$ cat config.mk
export PLATFORM = sky130hd
export DESIGN_NAME = addr_window_gen
export DESIGN_NICKNAME = d
export VERILOG_FILES = /design/src/rtl/addr_window_pkg.sv /design/src/rtl/vga_timing_counter.sv /design/src/rtl/addr_window_gen.sv
export SDC_FILE = /design/constraint.sdc
export NUM_CORES = 1
export LEC_CHECK = 0
export BUFFER_PORTS_ARGS = -buffer_cell sky130_fd_sc_hd__buf_2
export CAP_MARGIN = 20
export CELL_PAD_IN_SITES_DETAIL_PLACEMENT = 1
export CELL_PAD_IN_SITES_GLOBAL_PLACEMENT = 1
export CORE_MARGIN = 5
export CORE_UTILIZATION = 51
export CTS_BUF_LIST = sky130_fd_sc_hd__clkbuf_8
export DETAILED_ROUTE_END_ITERATION = 8
export HOLD_SLACK_MARGIN = 0.1
export PLACE_DENSITY = 0.95
export SYNTH_ARGS = -nofsm -noshare
export SYNTH_HDL_FRONTEND = slang
export SYNTH_SLANG_ARGS = --single-unit
$ cat constraint.sdc
create_clock -name clk -period 11.1 [get_ports clk]
set_input_delay 1.11 -clock clk [delete_from_list [all_inputs] [get_ports clk]]
set_output_delay 1.11 -clock clk [all_outputs]
set_load 0.03 [all_outputs]
$ cat src/rtl/addr_window_pkg.sv
// Package shared by the window address generator and its timing counter.
// Holds the capture state encoding, the default VGA timing constants,
// the counter width and the window hit test used by the generator.
package addr_window_pkg;

    typedef enum logic [1:0] {
        ST_IDLE,
        ST_ARMED,
        ST_CAPTURE,
        ST_DONE
    } state_t;

    localparam int unsigned DEF_H_ACTIVE = 640;
    localparam int unsigned DEF_H_TOTAL  = 800;
    localparam int unsigned DEF_V_ACTIVE = 480;
    localparam int unsigned DEF_V_TOTAL  = 525;

    localparam int unsigned CNT_W = 10;

    // Window hit test. Sums are widened to 11 bits so origin+size never wraps.
    function automatic logic in_window(
        input logic [CNT_W-1:0] x,
        input logic [CNT_W-1:0] y,
        input logic [CNT_W-1:0] w,
        input logic [CNT_W-1:0] h,
        input logic [CNT_W-1:0] hc,
        input logic [CNT_W-1:0] vc,
        input logic [CNT_W:0]   h_act,
        input logic [CNT_W:0]   v_act
    );
        logic [CNT_W:0] x_end;
        logic [CNT_W:0] y_end;
        x_end = {1'b0, x} + {1'b0, w};
        y_end = {1'b0, y} + {1'b0, h};
        return (hc >= x) && ({1'b0, hc} < x_end) &&
               (vc >= y) && ({1'b0, vc} < y_end) &&
               ({1'b0, hc} < h_act) && ({1'b0, vc} < v_act);
    endfunction

endpackage

$ cat src/rtl/vga_timing_counter.sv
// Raster position counter.
//   clk, rst     : clock, asynchronous active-high reset
//   h_cnt        : pixel within line, 0..H_TOTAL-1
//   v_cnt        : line within frame, 0..V_TOTAL-1
//   frame_start  : position (0,0)
//   frame_end    : position (0,V_ACTIVE), first line after the visible area
module vga_timing_counter
    import addr_window_pkg::*;
#(
    parameter int unsigned H_TOTAL  = DEF_H_TOTAL,
    parameter int unsigned V_TOTAL  = DEF_V_TOTAL,
    parameter int unsigned V_ACTIVE = DEF_V_ACTIVE
) (
    input  logic             clk,
    input  logic             rst,
    output logic [CNT_W-1:0] h_cnt,
    output logic [CNT_W-1:0] v_cnt,
    output logic             frame_start,
    output logic             frame_end
);

    localparam logic [CNT_W-1:0] H_LAST = CNT_W'(H_TOTAL - 1);
    localparam logic [CNT_W-1:0] V_LAST = CNT_W'(V_TOTAL - 1);
    localparam logic [CNT_W-1:0] V_END  = CNT_W'(V_ACTIVE);

    always_ff @(posedge clk or posedge rst) begin
        if (rst) begin
            h_cnt <= '0;
            v_cnt <= '0;
        end else if (h_cnt == H_LAST) begin
            h_cnt <= '0;
            v_cnt <= (v_cnt == V_LAST) ? '0 : v_cnt + CNT_W'(1);
        end else begin
            h_cnt <= h_cnt + CNT_W'(1);
        end
    end

    always_comb begin
        frame_start = (h_cnt == '0) && (v_cnt == '0);
        frame_end   = (h_cnt == '0) && (v_cnt == V_END);
    end

endmodule

$ cat src/rtl/addr_window_gen.sv
// Window capture address generator. Arms on start, latches the window
// configuration at frame start, then emits one RAM write address per
// in-window pixel in raster order (one cycle latency).
//   clk, rst            : clock, asynchronous active-high reset
//   start               : one-cycle pulse, arms a capture from IDLE
//   continuous          : 1 = re-arm after every frame
//   win_x/win_y         : window origin in pixels
//   win_w/win_h         : window size in pixels
//   base_addr           : RAM address of the first window pixel
//   ram_addr, we        : write address and its qualifier
//   busy                : capture armed or in progress
//   frame_done          : one-cycle pulse when a capture completes
module addr_window_gen
    import addr_window_pkg::*;
#(
    parameter int unsigned H_ACTIVE = DEF_H_ACTIVE,
    parameter int unsigned H_TOTAL  = DEF_H_TOTAL,
    parameter int unsigned V_ACTIVE = DEF_V_ACTIVE,
    parameter int unsigned V_TOTAL  = DEF_V_TOTAL,
    parameter int unsigned ADDR_W   = 16
) (
    input  logic              clk,
    input  logic              rst,
    input  logic              start,
    input  logic              continuous,
    input  logic [9:0]        win_x,
    input  logic [9:0]        win_y,
    input  logic [9:0]        win_w,
    input  logic [9:0]        win_h,
    input  logic [ADDR_W-1:0] base_addr,
    output logic [ADDR_W-1:0] ram_addr,
    output logic              we,
    output logic              busy,
    output logic              frame_done
);

    localparam logic [ADDR_W-1:0] ADDR_ONE = ADDR_W'(1);
    localparam logic [CNT_W:0]    H_ACT    = (CNT_W + 1)'(H_ACTIVE);
    localparam logic [CNT_W:0]    V_ACT    = (CNT_W + 1)'(V_ACTIVE);

    logic [CNT_W-1:0]  h_cnt;
    logic [CNT_W-1:0]  v_cnt;
    logic              frame_start;
    logic              frame_end;

    state_t            state;
    logic [9:0]        sh_x;
    logic [9:0]        sh_y;
    logic [9:0]        sh_w;
    logic [9:0]        sh_h;
    logic              sh_cont;
    logic [ADDR_W-1:0] acc;

    logic              live_hit;
    logic              shadow_hit;

    vga_timing_counter #(
        .H_TOTAL  (H_TOTAL),
        .V_TOTAL  (V_TOTAL),
        .V_ACTIVE (V_ACTIVE)
    ) u_timing (
        .clk         (clk),
        .rst         (rst),
        .h_cnt       (h_cnt),
        .v_cnt       (v_cnt),
        .frame_start (frame_start),
        .frame_end   (frame_end)
    );

    always_comb begin
        live_hit   = in_window(win_x, win_y, win_w, win_h, h_cnt, v_cnt, H_ACT, V_ACT);
        shadow_hit = in_window(sh_x, sh_y, sh_w, sh_h, h_cnt, v_cnt, H_ACT, V_ACT);
    end

    always_ff @(posedge clk or posedge rst) begin
        if (rst) begin
            state      <= ST_IDLE;
            sh_x       <= '0;
            sh_y       <= '0;
            sh_w       <= '0;
            sh_h       <= '0;
            sh_cont    <= 1'b0;
            acc        <= '0;
            ram_addr   <= '0;
            we         <= 1'b0;
            busy       <= 1'b0;
            frame_done <= 1'b0;
        end else begin
            we         <= 1'b0;
            frame_done <= 1'b0;
            case (state)
                ST_IDLE: begin
                    if (start) begin
                        state <= ST_ARMED;
                        busy  <= 1'b1;
                    end
                end
                ST_ARMED: begin
                    if (frame_start) begin
                        state   <= ST_CAPTURE;
                        sh_x    <= win_x;
                        sh_y    <= win_y;
                        sh_w    <= win_w;
                        sh_h    <= win_h;
                        sh_cont <= continuous;
                        // Pixel (0,0) is the latch cycle itself; test it against
                        // the live config so a window at the origin is not missed.
                        if (live_hit) begin
                            we       <= 1'b1;
                            ram_addr <= base_addr;
                            acc      <= base_addr + ADDR_ONE;
                        end else begin
                            acc      <= base_addr;
                        end
                    end
                end
                ST_CAPTURE: begin
                    if (frame_end) begin
                        state      <= ST_DONE;
                        frame_done <= 1'b1;
                        // Stays high through DONE when about to re-arm, so a
                        // continuous capture shows an unbroken busy.
                        busy       <= sh_cont;
                    end else if (shadow_hit) begin
                        we       <= 1'b1;
                        ram_addr <= acc;
                        acc      <= acc + ADDR_ONE;
                    end
                end
                ST_DONE: begin
                    state <= sh_cont ? ST_ARMED : ST_IDLE;
                    busy  <= sh_cont;
                end
                default: begin
                    state <= ST_IDLE;
                    busy  <= 1'b0;
                end
            endcase
        end
    end

endmodule

* Yosys cells after proc, flatten, opt, wreduce, memory -nomap -nowiden *
Index checks and enable logic that the tools add are counted.

cells by class
  reduce and logical (&&, ||, !) cells = 22
  mux-type cells = 27
  $add $sub $neg = 8
  equal/unequal tests = 12
  order comparisons = 10

operators by type and width
  kind                   count
  $mux 16                8
  $pmux 16 s2            2
  $add 10x10->11         4
  $lt 10x11->1           4
  $ge 10x10->1           4
  $add 16x1->16 const B  2
  $add 10x1->10 const B  2
  $eq 10x10->1 const B   2
  $logic_not 10->1       2
  $mux 10                2
  $logic_and 1x1->1      12
  $ne 2x2->1 const B     6
  $eq 10x9->1 const B    1
  $lt 10x10->1 const B   1
  $lt 10x9->1 const B    1
  $mux 1                 9
  $pmux 2 s4             1
  $mux 2                 3
  $reduce_and 3->1       2
  $reduce_and 5->1       1
  $eq 2x2->1 const B     2
  $reduce_and 4->1       1
  $pmux 1 s3             1
  $reduce_bool 3->1      1
  other kinds (5)        5

word-level totals
  output and inout bits = 19
  word-level logic and storage cells = 92
  input bits = 60
  flip-flop bits (word level) = 98

* Logic depth before layout (Yosys ltp) *
Gate-level depths: netlist of the first run.

  depth after elaboration = 10
  gate-level depth with buffers = 20

* Cells and area by module *
From an unflattened synthesis of the first run, not the netlist that was laid out.

unflattened totals
  cells, all modules = 898
  area total of the unflattened synthesis = 8316.7 µm²

modules (own cells, without submodules)
  module              times used  area each (µm²)  seq. area each (µm²)  cells an instance
  addr_window_gen     1           7228.2           1951.9                795
  vga_timing_counter  1           1088.5           500.5                 103

* Least setup slack after synthesis of the first run *
No wires, ideal clock.

  kind = in2reg
  from = input win_y[0]
  to = register acc[5]
  path slack = 6.499 ns
  arrival time = 4.490 ns
  cell stages on the path = 19
  library setup time = 0.111 ns
  buffers on the path = 2
  cell sequence = ha_1 -> fa_1 -> a21oi_1 -> o211ai_1 -> o21ai_0 -> nand2b_1 -> a21oi_1 -> xor2_1 -> ha_1 -> a2111oi_0 -> o21ai_0 -> a21oi_1 -> a211o_1 -> nand3_1 -> buf_2 -> buf_2 -> nor3_1 -> xnor2_1 -> a222oi_1

between the ends
  longest elaborated chain between the ends = 8

ends and longest elaborated chain
  element                                                   RTL line                                      RTL
  start, declared                                           addr_window_gen.sv:27                         input logic [9:0] win_y,
  $add 10x10->11 / $ge 10x10->1 (equally long branches)     addr_window_pkg.sv:34, addr_window_pkg.sv:36
  $lt 10x11->1 / $logic_and 1x1->1 (equally long branches)  addr_window_pkg.sv:36, addr_window_pkg.sv:35
  $logic_and 1x1->1 (*) (2 in series)                       addr_window_pkg.sv:36                         (vc >= y) && ({1'b0, vc} < y_end) &&
  $logic_and 1x1->1 (*)                                     addr_window_pkg.sv:37                         ({1'b0, hc} < h_act) && ({1'b0, vc} < v_act);
  $mux 16 (*)                                               addr_window_gen.sv:108                        if (live_hit) begin
  $mux 16 (*)                                               addr_window_gen.sv:99                         if (frame_start) begin
  $pmux 16 s2 (*)                                           addr_window_gen.sv:91                         case (state)
  end signal, assigned                                      addr_window_gen.sv:111                        acc <= base_addr + ADDR_ONE;
  end signal, assigned                                      addr_window_gen.sv:113                        acc <= base_addr;
  end signal, assigned                                      addr_window_gen.sv:127                        acc <= acc + ADDR_ONE;
  end, declared                                             addr_window_gen.sv:52                         logic [ADDR_W-1:0] acc;

Mark *: on every way between the ends. The rest lies on a longest branch, timed or not. The select of a mux whose other input is x is not followed.
A chain may end at the register's enable or synchronous reset.

* Final worst setup path of the first run *
  from = input win_x[0]
  to = register ram_addr[2]

between the ends
  longest elaborated chain between the ends = 9

ends and longest elaborated chain
  element                              RTL line                RTL
  start, declared                      addr_window_gen.sv:26   input logic [9:0] win_x,
  $add 10x10->11                       addr_window_pkg.sv:33   x_end = {1'b0, x} + {1'b0, w};
  $lt 10x11->1                         addr_window_pkg.sv:35   return (hc >= x) && ({1'b0, hc} < x_end) &&
  $logic_and 1x1->1 (*) (2 in series)  addr_window_pkg.sv:35
  $logic_and 1x1->1 (*) (2 in series)  addr_window_pkg.sv:36
  $logic_and 1x1->1 (*)                addr_window_pkg.sv:37
  $ne 2x2->1 (no line) (*)             n/a
  $reduce_and 5->1 (no line) (*)       n/a
  end signal, assigned                 addr_window_gen.sv:110  ram_addr <= base_addr;
  end, declared                        addr_window_gen.sv:31   output logic [ADDR_W-1:0] ram_addr,

Mark *: on every way between the ends. The rest lies on a longest branch, timed or not.

==> flow_metrics.env, run 1 <==
export IMPL_synthSimpleGateAreaFrac_pct=17.3
export IMPL_layout_nets=1191
export IMPL_yosysWarningCount=0
export IMPL_finalCritPeriodShare_pct=53.1
export IMPL_cts_sinks=98
export IMPL_grt_start_max_net_pins=71
export IMPL_crit_fanout=22
export IMPL_syn_to_final_growth_pct=9.43
export IMPL_synthMuxAreaShare_pct=4.96
export IMPL_slew_viol_final=0
export IMPL_coreArea_um2=15900
export IMPL_ys_types=71
export IMPL_grt_antenna_before_repair=0
export IMPL_drt_pass1_iterations=6
export IMPL_synth_seq_cells=98
export IMPL_io_pins=79
export IMPL_critPathTopFamily="compound AO/OA/AOI/OAI gates"
export IMPL_synth_xor_area_share_pct=5.68
export IMPL_slowest_delay_ns=0.92
export IMPL_synth_adder_area_share_pct=20.1
export IMPL_final_setup_tns_ns=0
export IMPL_p_leak_nw=4.57
export IMPL_row_count=46
export IMPL_cts_tree="done"
export IMPL_drcViolationCount=0
export IMPL_slew_headroom_pct=36.0
export IMPL_critPathLaunchType="primary input"
export IMPL_crit_buf_inv=1
export IMPL_ys_seq_area_share_pct=29.5
export IMPL_overflow=0
export IMPL_numCtsBuffers=9
export IMPL_fillCellCount=1915
export IMPL_met3_length_um=1400
export IMPL_top_layer_used="met4"
export IMPL_max_cap_violations=0
export IMPL_pre_cts_ws_ns=4.94
export IMPL_whs_ns=0.482
export IMPL_htreeDepth=3
export IMPL_grt_pass1_vias=8422
export IMPL_grt_usage_pct=28.2
export IMPL_die_width_um=138
export IMPL_finalHoldViolCount=0
export IMPL_p_per_area_nw_per_um2=91.7
export IMPL_design_die_area_um2=19000
export IMPL_critPathCaptureType="flip-flop"
export IMPL_post_route_util_pct=57.1
export IMPL_n_antenna_cell=0
export IMPL_netlist_area_leader_share_pct=29.5
export IMPL_vias=7689
export IMPL_cts_setup_buffers=0
export IMPL_syn_avg_cell_area_um2=8.90
export IMPL_synth_compound_area_share_pct=17.9
export IMPL_yosysMostFrequentCell="nand2_1"
export IMPL_clk_latency_ns=0.40
export IMPL_gp_congestion=0.848
export IMPL_status="finished, final reports clean"
export IMPL_synthTopCellsByCount="nand2_1 (132), ha_1 (127), dfrtp_1 (98), inv_1 (65), o21ai_0 (55)"
export IMPL_cts_hold_buffers=0
export IMPL_initial_core_util_pct=52.2
export IMPL_synth_edff_count=0
export IMPL_cts_root_buffer="clkbuf_8"
export IMPL_synth_ff_type="dfrtp_1"
export IMPL_critPathRequiredTime_ns=11.40
export IMPL_yosys_top_cells_area="dfrtp_1 (29%), ha_1 (19%), nand2_1 (6.0%)"
export IMPL_synth_nets=1126
export IMPL_ir_worst_vdd_v=0.0000571
export IMPL_wirelength_um=25800
export IMPL_power_mw=0.835
export IMPL_synth_top_family_by_area="adder cells"
export IMPL_hold_class="flip-flop to flip-flop"
export IMPL_synth_top_area_cell="dfrtp_1"
export IMPL_period_minus_slack_ns=5.89
export IMPL_fmax_ghz=0.170
export IMPL_skew_ns=0.0183
export IMPL_arrival_ns=6.19
export IMPL_crit_chain="buf_2 > ha_1 > fa_1 > a211oi_1 > nor2_1 > o31ai_1 > nand2b_1 > a21oi_1 > xor2_1 > ha_1 > a211oi_1 > o211ai_1 > o211ai_1 > nand3_1 > a21boi_4 > mux2_2"
export IMPL_setup_viol=0
export IMPL_slowest_stage="a21boi_4"
export IMPL_cts_clk_slew_worst_paths_ns=0.11
export IMPL_via_per_inst=6.30
export IMPL_ys_async_sr_fraction_pct=100
export IMPL_clock_path_buffers=2
export IMPL_dr_wl_met2_um=13300
export IMPL_drt_iter0_drc=381
export IMPL_drive_above_1_share_pct=14.8
export IMPL_cts_repair_resized=0
export IMPL_syn_inst=935
export IMPL_synth_area_um2=8320
export IMPL_drtAntennaViolNets=0
export IMPL_fin_ws_ns=5.21
export IMPL_met1_length_um=10000
export IMPL_grt_pass1_wl_um=42000
export IMPL_die_h_um=138
export IMPL_io_buffers=78
export IMPL_tightest_slew_ns=0.957
export IMPL_wl_per_cell_um=21.1
export IMPL_rsz0062_at_grt="false"
export IMPL_hpwl_um=19500
export IMPL_critPathKind="primary input to flip-flop"
[layout make-up]
cell class | instances | area [um2] | area share (%)
timing repair buffer | 82 | 420 | 4.62
multi-input combinational | 744 | 5490 | 60.3
sequential | 98 | 2450 | 26.9
inverter | 65 | 246 | 2.71
tap | 216 | 270 | 2.97
clock buffer | 10 | 138 | 1.51
clock inverter | 6 | 88.8 | 0.976
[worst min-delay path, delay by kind of cell, from the launching register on]
kind          cells  cell delay, ns
flops             1            0.36
simple gates      2            0.10
[final timing paths]
kind	endpoint	start	slack, ns	depth (start not counted)
setup / recovery	ram_addr[2]$_DFFE_PP0P_	win_x[0]	5.21	16
min in group asynchronous	acc[10]$_DFFE_PP0P_	rst	0.69	2
setup reg to reg	ram_addr[2]$_DFFE_PP0P_	sh_x[1]$_DFFE_PP0P_	6.04	16
hold / removal	sh_w[9]$_DFFE_PP0P_	sh_w[9]$_DFFE_PP0P_	0.48	2
max in group asynchronous	sh_h[5]$_DFFE_PP0P_	rst	9.12	3
hold reg to reg	sh_w[9]$_DFFE_PP0P_	sh_w[9]$_DFFE_PP0P_	0.48	2
[kinds of logic (layout without fill, tap and decap cells)]
| kind of cell | after synthesis | after routing |
|---|---|---|
| simple gates | 304 | 304 |
| compound gates | 221 | 221 |
| fa+ha+maj | 131 | 131 |
| flops | 98 | 98 |
| buf+inv | 93 | 163 |
| xor+xnor | 54 | 54 |
| mux | 34 | 34 |
[power breakdown]
| part | switching, mW | total, mW | internal, mW |
|---|---|---|---|
| Sequential | 0.00828 | 0.373 | 0.365 |
| Combinational | 0.108 | 0.185 | 0.0771 |
| Clock | 0.143 | 0.276 | 0.134 |
[layer usage]
metal,vias to the layer above,track usage (%)
met5,-,0
met4,0,13.9
met3,103,4.35
met2,279,50.8
met1,3804,32.3
li1,3503,-
[cell usage in the layout, fill, tap and decap left out, drive strengths merged, types with 5 or more instances in the layout]
cell type and n:
nand2 132, ha 127, dfrtp 98, buf 82, inv 67, o21ai 58
a21oi 52, nor2 47, nand3 33, xnor2 32, mux2 31, xor2 22
a21o 21, nor3 15, nand4 14, o21a 12, o211ai 12, a211oi 11
nor4 11, and3 11, clkbuf 10, nand2b 8, a2111oi 7, nor2b 5
and2 5, or2 5, o31ai 5, o22ai 5
[metrics by stage]
stage,instance area [um2],cells
finish,9110,1221
global route,9110,1221
CTS,9110,1221
detailed placement,8880,1205
global placement,8880,1205
floorplan,8320,935
[sequential cells by signal, indices dropped and copies added, names as in the netlist]
name	count
we	1
sh_y	10
ram_addr	16
sh_cont	1
sh_x	10
u_timing.v_cnt	10
sh_h	10
state	2
sh_w	10
acc	16
u_timing.h_cnt	10
busy	1
frame_done	1
No activity file was read; power rests on OpenSTA's default activity.
==> run 2, diff against run 1 <==
--- a/config.mk
+++ b/config.mk
@@ -10,11 +10,11 @@
 export CELL_PAD_IN_SITES_DETAIL_PLACEMENT = 1
 export CELL_PAD_IN_SITES_GLOBAL_PLACEMENT = 1
 export CORE_MARGIN = 5
-export CORE_UTILIZATION = 51
+export CORE_UTILIZATION = 48
 export CTS_BUF_LIST = sky130_fd_sc_hd__clkbuf_8
 export DETAILED_ROUTE_END_ITERATION = 8
 export HOLD_SLACK_MARGIN = 0.1
-export PLACE_DENSITY = 0.95
+export PLACE_DENSITY = 0.92
 export SYNTH_ARGS = -nofsm -noshare
 export SYNTH_HDL_FRONTEND = slang
 export SYNTH_SLANG_ARGS = --single-unit
==> constraint.sdc (replaced) <==
create_clock -name clk -period 6.2 [get_ports clk]
set_input_delay 0.62 -clock clk [delete_from_list [all_inputs] [get_ports clk]]
set_output_delay 0.62 -clock clk [all_outputs]
set_load 0.03 [all_outputs]
==> flow_metrics.env, run 2 (same netlist as run 1, synthesis figures left out) <==
export IMPL_layout_commonest_cell="nand2_1"
export IMPL_clock_path_buffers=2
export IMPL_cts_hold_buffers=0
export IMPL_final_setup_tns_ns=0
export IMPL_drtAntennaViolNets=0
export IMPL_layout_nets=1192
export IMPL_slew_viol_final=0
export IMPL_cts_clk_slew_worst_paths_ns=0.11
export IMPL_crit_chain="ha_1 > a21o_1 > a21oi_1 > o21bai_1 > a21oi_1 > o21ai_0 > a21o_1 > a21oi_1 > xor2_1 > ha_1 > and3_1 > a221oi_2 > o211ai_4 > o21ai_4 > a21boi_4 > mux2_2"
export IMPL_drt_iter0_drc=415
export IMPL_coreArea_um2=17200
export IMPL_skew_ns=0.0130
export IMPL_wirelength_um=23700
export IMPL_grt_start_max_net_pins=67
export IMPL_p_leak_nw=4.57
export IMPL_ir_worst_vdd_v=0.000124
export IMPL_rsz0062_at_grt="false"
export IMPL_critPathCaptureType="flip-flop"
export IMPL_max_cap_violations=0
export IMPL_slowest_stage="a21boi_4"
export IMPL_syn_to_final_growth_pct=9.55
export IMPL_status="finished, final reports clean"
export IMPL_wl_per_cell_um=19.3
export IMPL_io_buffers=78
export IMPL_die_width_um=142
export IMPL_fmax_ghz=0.204
export IMPL_overflow=0
export IMPL_n_antenna_cell=0
export IMPL_finalCritPeriodShare_pct=79.2
export IMPL_drive_above_1_share_pct=15.0
export IMPL_grt_pass1_vias=8070
export IMPL_finalHoldViolCount=0
export IMPL_layout_common_cells="nand2_1 (132), ha_1 (127), dfrtp_1 (98)"
export IMPL_io_pins=79
export IMPL_p_per_area_nw_per_um2=161
export IMPL_hold_class="primary input to asynchronous set/reset pin"
export IMPL_gp_congestion=0.854
export IMPL_critPathLaunchType="flip-flop"
export IMPL_row_count=48
export IMPL_via_per_inst=6.00
export IMPL_grt_antenna_before_repair=0
export IMPL_hpwl_um=18400
export IMPL_critPathKind="flip-flop to flip-flop"
export IMPL_slowest_delay_ns=0.66
export IMPL_initial_core_util_pct=48.4
export IMPL_design_die_area_um2=20100
export IMPL_cts_root_buffer="clkbuf_8"
export IMPL_tightest_slew_ns=0.905
export IMPL_period_minus_slack_ns=4.91
export IMPL_cp_common_cell="a21oi_1"
export IMPL_slew_headroom_pct=39.7
export IMPL_cts_repair_resized=0
export IMPL_drt_pass1_iterations=5
export IMPL_arrival_ns=5.20
export IMPL_grt_pass1_wl_um=40000
export IMPL_crit_fanout=16
export IMPL_power_mw=1.47
export IMPL_clk_latency_ns=0.40
export IMPL_numCtsBuffers=9
export IMPL_grt_usage_pct=24.4
export IMPL_cts_tree="done"
export IMPL_htreeDepth=3
export IMPL_top_regs="acc (16), ram_addr (16)"
export IMPL_vias=7380
export IMPL_critPathRequiredTime_ns=6.49
export IMPL_cts_setup_buffers=0
export IMPL_cts_sinks=98
export IMPL_setup_viol=0
export IMPL_drcViolationCount=0
export IMPL_die_h_um=142
run 2: cell count changes in the layout (fill, tap and decap cells not counted), sizes merged:
cell      before  now
clkinvlp       1    2
clkbuf        10    9
clkinv         1    3
inv           67   65
buf           82   83
run 2: final cells by class:
| class | count | area, um2 |
|---|---|---|
| Clock buffer | 9 | 124 |
| Clock inverter | 7 | 93.8 |
| Fill cell | 2079 | 8060 |
| Inverter | 65 | 246 |
| Multi-Input combinational cell | 744 | 5490 |
| Sequential cell | 98 | 2450 |
| Tap cell | 225 | 282 |
| Timing Repair Buffer | 83 | 428 |
run 2: final timing paths:
kind                                startpoint                       to  depth (start not counted)  slack, ns
setup / recovery           sh_x[1]$_DFFE_PP0P_  ram_addr[0]$_DFFE_PP0P_                         16       1.29
hold / removal                             rst  ram_addr[6]$_DFFE_PP0P_                          2       0.22
setup reg to reg           sh_x[1]$_DFFE_PP0P_  ram_addr[0]$_DFFE_PP0P_                         16       1.29
hold reg to reg            sh_w[0]$_DFFE_PP0P_      sh_w[0]$_DFFE_PP0P_                          2       0.49
max in group asynchronous                  rst      sh_y[7]$_DFFE_PP0P_                          3       4.71
min in group clk                    continuous      sh_cont$_DFFE_PP0P_                          3       0.43
run 2: metrics by stage:
stage | setup WS, ns | hold slack, ns | utilization, % | instances | cell area (um2)
floorplan | 2.09 | 0.443 | - | 935 | 8320
global placement | 1.31 | 0.461 | 51.8 | 1215 | 8900
detailed placement | 1.10 | 0.475 | 51.8 | 1215 | 8900
CTS | 1.31 | 0.234 | 53.1 | 1231 | 9120
global route | 1.05 | 0.253 | 53.1 | 1231 | 9120
finish | 1.29 | 0.218 | 53.1 | 1231 | 9120
run 2: metal layers:
metal / share of wire, % / wire length [um] / global-route usage (%)
met1: 43 / 10200 / 30.1
met2: 50 / 11900 / 43.0
met3: 3.6 / 865 / 3.30
met4: 2.9 / 693 / 9.49
met5: 0 / 0 / 0
run 2: report_power, final:
part           internal, mW  switching [mW]  leakage, nW
Clock                 0.227           0.254        0.105
Sequential            0.654          0.0138         1.22
Combinational         0.138           0.183         3.24
Total                  1.02           0.451         4.57
run 2: worst max-delay path: cells and delay by family, from the launching register on:
| family | cells | cell delay, ns |
|---|---|---|
| AOI/OAI and AO/OA | 11 | 2.94 |
| xor gates and xnor gates | 1 | 0.19 |
| adders and majority gates | 2 | 0.61 |
| DFF | 1 | 0.44 |
| muxes | 1 | 0.41 |
| and+or+nand+nor | 1 | 0.20 |
